## src/rtl/pipe_ctrl.sv

```systemverilog
// Pipeline sequencing controller: load-use bubbles, multi-cycle EX holds with
// timeout, and taken-branch flush/redirect for the 5-stage core.
module pipe_ctrl #(
    parameter int STALL_W    = 6,
    parameter int MC_TIMEOUT = 40,
    parameter int CNT_W      = 32
) (
    input  logic               clk,
    input  logic               rst,
    input  logic [4:0]         id_rs1_addr,
    input  logic               id_rs1_re,
    input  logic [4:0]         id_rs2_addr,
    input  logic               id_rs2_re,
    input  logic               ex_is_load,
    input  logic [4:0]         ex_reg_waddr,
    input  logic               ex_mc_req,
    input  logic               ex_mc_done,
    input  logic               ex_branch_taken,
    input  logic [31:0]        ex_branch_target,
    output logic [STALL_W-1:0] stall,
    output logic               flush,
    output logic [31:0]        new_pc,
    output logic               mc_busy,
    output logic               mc_timeout,
    output logic [CNT_W-1:0]   stall_cycles
);

    localparam int MC_CNT_W = $clog2(MC_TIMEOUT + 1);
    localparam logic [STALL_W-1:0] STALL_MC = STALL_W'(6'b001111);
    localparam logic [STALL_W-1:0] STALL_LU = STALL_W'(6'b000111);
    localparam logic [MC_CNT_W-1:0] MC_LAST = MC_CNT_W'(MC_TIMEOUT - 1);

    typedef enum logic {
        RUN,
        MC_WAIT
    } state_t;

    state_t              state, next_state;
    logic [MC_CNT_W-1:0] mc_cnt, next_cnt;
    logic                timeout_hit;
    logic                load_use;

    // x0 is hard-wired to zero, so a load targeting it never creates a hazard.
    assign load_use = ex_is_load && (ex_reg_waddr != 5'd0) &&
                      ((id_rs1_re && (id_rs1_addr == ex_reg_waddr)) ||
                       (id_rs2_re && (id_rs2_addr == ex_reg_waddr)));

    always_comb begin
        // NOTE: every output gets a default first so no path can infer a latch.
        next_state  = state;
        next_cnt    = mc_cnt;
        timeout_hit = 1'b0;
        stall       = '0;
        flush       = 1'b0;
        new_pc      = '0;
        mc_busy     = 1'b0;

        if (rst) begin
            unique case (state)
                RUN: begin
                    if (ex_branch_taken) begin
                        flush  = 1'b1;
                        new_pc = ex_branch_target;
                    end else if (ex_mc_req) begin
                        stall      = STALL_MC;
                        next_state = MC_WAIT;
                        next_cnt   = '0;
                    end else if (load_use) begin
                        stall = STALL_LU;
                    end
                end
                MC_WAIT: begin
                    mc_busy = 1'b1;
                    // Done wins over a simultaneous timeout: the result is valid.
                    if (ex_mc_done) begin
                        next_state = RUN;
                    end else if (mc_cnt == MC_LAST) begin
                        timeout_hit = 1'b1;
                        next_state  = RUN;
                    end else begin
                        stall    = STALL_MC;
                        next_cnt = mc_cnt + MC_CNT_W'(1);
                    end
                end
                default: next_state = RUN;
            endcase
        end
    end

    // NOTE: state registers use non-blocking assignments so all flops update together.
    always_ff @(posedge clk) begin
        if (!rst) begin
            state        <= RUN;
            mc_cnt       <= '0;
            mc_timeout   <= 1'b0;
            stall_cycles <= '0;
        end else begin
            state      <= next_state;
            mc_cnt     <= next_cnt;
            mc_timeout <= timeout_hit;
            if ((stall != '0) && (stall_cycles != {CNT_W{1'b1}}))
                stall_cycles <= stall_cycles + CNT_W'(1);
        end
    end

endmodule

```

## config.mk

```make
export PLATFORM = sky130hd
export DESIGN_NAME = pipe_ctrl
export DESIGN_NICKNAME = d
export VERILOG_FILES = /design/src/rtl/pipe_ctrl.sv
export SDC_FILE = /design/constraint.sdc
export NUM_CORES = 1
export LEC_CHECK = 0
export ABC_AREA = 1
export CAP_MARGIN = 20
export CORE_ASPECT_RATIO = 0.5
export CORE_MARGIN = 8
export CORE_UTILIZATION = 40
export CTS_CLUSTER_SIZE = 12
export DETAILED_ROUTE_END_ITERATION = 10
export PLACE_DENSITY = 0.85
export SLEW_MARGIN = 40
export SYNTH_ARGS = -nofsm -noshare
export SYNTH_HDL_FRONTEND = slang
export SYNTH_SLANG_ARGS = --single-unit
```

## constraint.sdc

```tcl
create_clock -name clk -period 2.21 [get_ports clk]
set_input_delay 0.442 -clock clk [delete_from_list [all_inputs] [get_ports clk]]
set_output_delay 0.442 -clock clk [all_outputs]
set_load 0.05 [all_outputs]
```

==> impl_metrics.ini <==
[run_status]
status = completed

[floorplanning]
core_region_area_sq_um = 7239
fp-row-count = 22
die_h_um = 76.74
die_w_um = 137.5
initial_utilization_pct = 40.77
ioPinCount = 128
die_area_sq_um = 10550

[route]
routed_wl_um = 10640
dr.pass1.iters = 4
post_drt_wl_per_cell_um = 14.17
antenna_left = 0
drtIter0Drc = 213
drc = 0
vias = 3720
viasPerCell = 4.953

[grt]
grt_max_degree = 32
grt_overflow = 0
grt_pass1_vias = 3562
grt_usage_pct = 18.69
grt_pass1_wl_um = 16590
antenna_found_initial = 0

[sta]
clock_skew_ps = 5.696
hold_violations = 0
rsz0062_at_grt = no
slew-limit-headroom_pct = 64.57
setup_viol = 0
tightestPinTransition_ps = 529.9
fin_crit_ps = 2084
drv_slew = 0
period_share_pct = 94.30
fmax_ghz = 0.4798

[logic_synthesis]
synth_common_cells = nand2_1 (169), nor2_1 (94), inv_1 (68)
ys_seq_elements = 40
synth_area_leaders = dfxtp_1 (27%), nand2_1 (21%), nor2_1 (12%)
synthFlopType = dfxtp_1
syn_area_sq_um = 2952
syn_avg_cell_area_sq_um = 5.665
synth-edff-count = 0
yosysMostFrequentCell = nand2_1
synth_warnings = 0
ys_types = 27
synth_top_area_share_pct = 27.13
async_reset_ff_share_pct = 0
synth_area_leader_cell = dfxtp_1
yosysSeqAreaShare_pct = 27.13
synthCells = 521

[place]
dp.cells = 739
dp_hpwl_um = 8058
gp_congestion = 0.9206
dpl_cell_area_sq_um = 4606
port-buffer-count = 125

[critical_path]
timing.critical_path.mode_cell = nand2_2
worst-path-buf-inv = 3
rrSetupSlack_ps = 230
slowest_delay_ps = 360
cpMaxStageDelayCell = dfxtp_2
r2r-end = stall_cycles[18]
cp_max_fo = 5
critPathTopFamily = simple AND/OR/NAND/NOR gates
end_kind = primary output
worstPathArrival_ps = 1640
worstRegToRegCells = 10
crit_chain = ha_2 > nand2_1 > inv_2 > nand3_2 > nand2_2 > nand2_1 > nand2_2 > nand2_2 > buf_12 > buf_12
startpoint_type = flop
required_ps = 1770
worstSetupPathType = reg -> out
regToRegStartpoint = stall_cycles[1]

[hold_path]
min_from = mc_cnt[0]
min_to = mc_cnt[0]
min_path_cells = 1
hold_class = reg -> reg

[layout]
area_growth_pct = 69.35
final_nets = 711
diodes = 0
final_cell_area_sq_um = 4999
layout-drive-gt1-share_pct = 18.17
finalNonFillerCells = 751

[clock_tree]
clkTransAtPathRegs_ps = 60
cts_buffers = 5
cts_root_buf = clkbuf_16
insertion_delay_ps = 280
cts_tree = done
postCtsHoldBufs = 0
cts.sinks = 40
cts_htree_levels = 2
cts.path.max_buffers = 2

[job]
max-cap-violations = 0

[power]
power.leakage_nw = 2.195
power_density_nw_per_um2 = 427.5
peakVddDrop_mv = 0.3195
[area by class of cell]
class                   count  area [sq um]
fillers                   604          2241
multi-input cells         393          2034
repair buffers            145          1589
flip-flops and latches     40         803.3
inverters                  69         269.0
clock buffers               7         152.6
well taps                  96         120.1
clock inverters             1         30.03
[how the worst max path moves through the flow]
stage | start | end | slack [ps] | cells past startpoint
final | mc_cnt[0] | stall[0] | 130 | 10
after global routing | id_rs1_addr[0] | stall[0] | 10 | 10
after CTS | ex_reg_waddr[0] | stall[0] | 4 | 11
after detailed placement | rst | new_pc[25] | -110 | 7
after global placement | rst | new_pc[11] | -70 | 7
after floorplan | rst | new_pc[10] | -6 | 6
[through the flow]
stage | hold slack, ps | setup TNS (ps) | setup slack (ps) | util, % | power, W
2_1_floorplan | 442.0 | -17.22 | -5.739 | - | 0.001041
3_3_place_gp | 461.7 | -1500 | -68.18 | 63.62 | 0.001227
3_5_place_dp | 476.9 | -3540 | -108.0 | 63.62 | 0.001235
4_1_cts | 485.3 | 0 | 3.873 | 66.35 | 0.002109
5_1_grt | 487.9 | 0 | 12.11 | 69.05 | 0.002202
6_report | 470.2 | 0 | 125.9 | 69.05 | 0.002137
[worst register-to-register path, stage by stage, from the launching register on]
cell	delay [ps]
dfxtp_1	370
ha_1	310
inv_2	80
nor2_4	190
nand2_2	110
nor3_2	140
nand4_2	140
nand2_2	130
buf_12	190
nand2_1	80
a21oi_1	150
[state kept, by name (all words and copies together), names as in the netlist]
register / flops
state: 1
mc_cnt: 6
mc_timeout: 1
stall_cycles: 32
[where the power goes]
| part | leakage (nW) | switching [W] | internal, W |
|---|---|---|---|
| Combinational | 1.78 | 0.000295 | 0.000227 |
| Clock | 0.0901 | 0.000292 | 0.000595 |
| Sequential | 0.323 | 0.00000395 | 0.000725 |
[layout by cell type, fill, tap and decap left out, types with 3 or more instances in the layout]
cell type / count
a21oi_1: 34
buf_12: 10
buf_4: 21
buf_6: 23
clkbuf_16: 7
clkdlybuf4s50_1: 71
dfxtp_1: 38
dlygate4sd2_1: 5
dlymetal6s2s_1: 11
inv_1: 64
inv_2: 3
nand2_1: 167
nand2_2: 5
nand3_1: 39
nand3b_1: 14
nor2_1: 61
nor2_2: 5
nor2_4: 31
nor3_1: 5
o21ai_0: 3
xnor2_1: 4
xor2_1: 12
[layer usage]
metal / GRT usage (%) / share of wire, %
met5: 0 / 0
met2: 32.29 / 48
met1: 22.83 / 41
met3: 3.836 / 10
met4: 5.167 / 1.3
[cells by family after synthesis]
group / Yosys count / share of synthesized area (%)
other: 1 / 0.1271
xor gates and xnor gates: 16 / 4.748
DFF: 40 / 27.13
and+or+nand+nor: 334 / 47.65
buffers and inverters: 89 / 12.76
AOI/OAI and AO/OA: 39 / 6.740
adders and majority gates: 2 / 0.8477
[timing repair]
action | CTS | global route
resized for setup | 9 | 44
cloned | 0 | 3
setup endpoints to repair | 35 | 36
pin swaps | 0 | 8
setup buffers | 1 | 0
(Power assumes the default switching activity.)
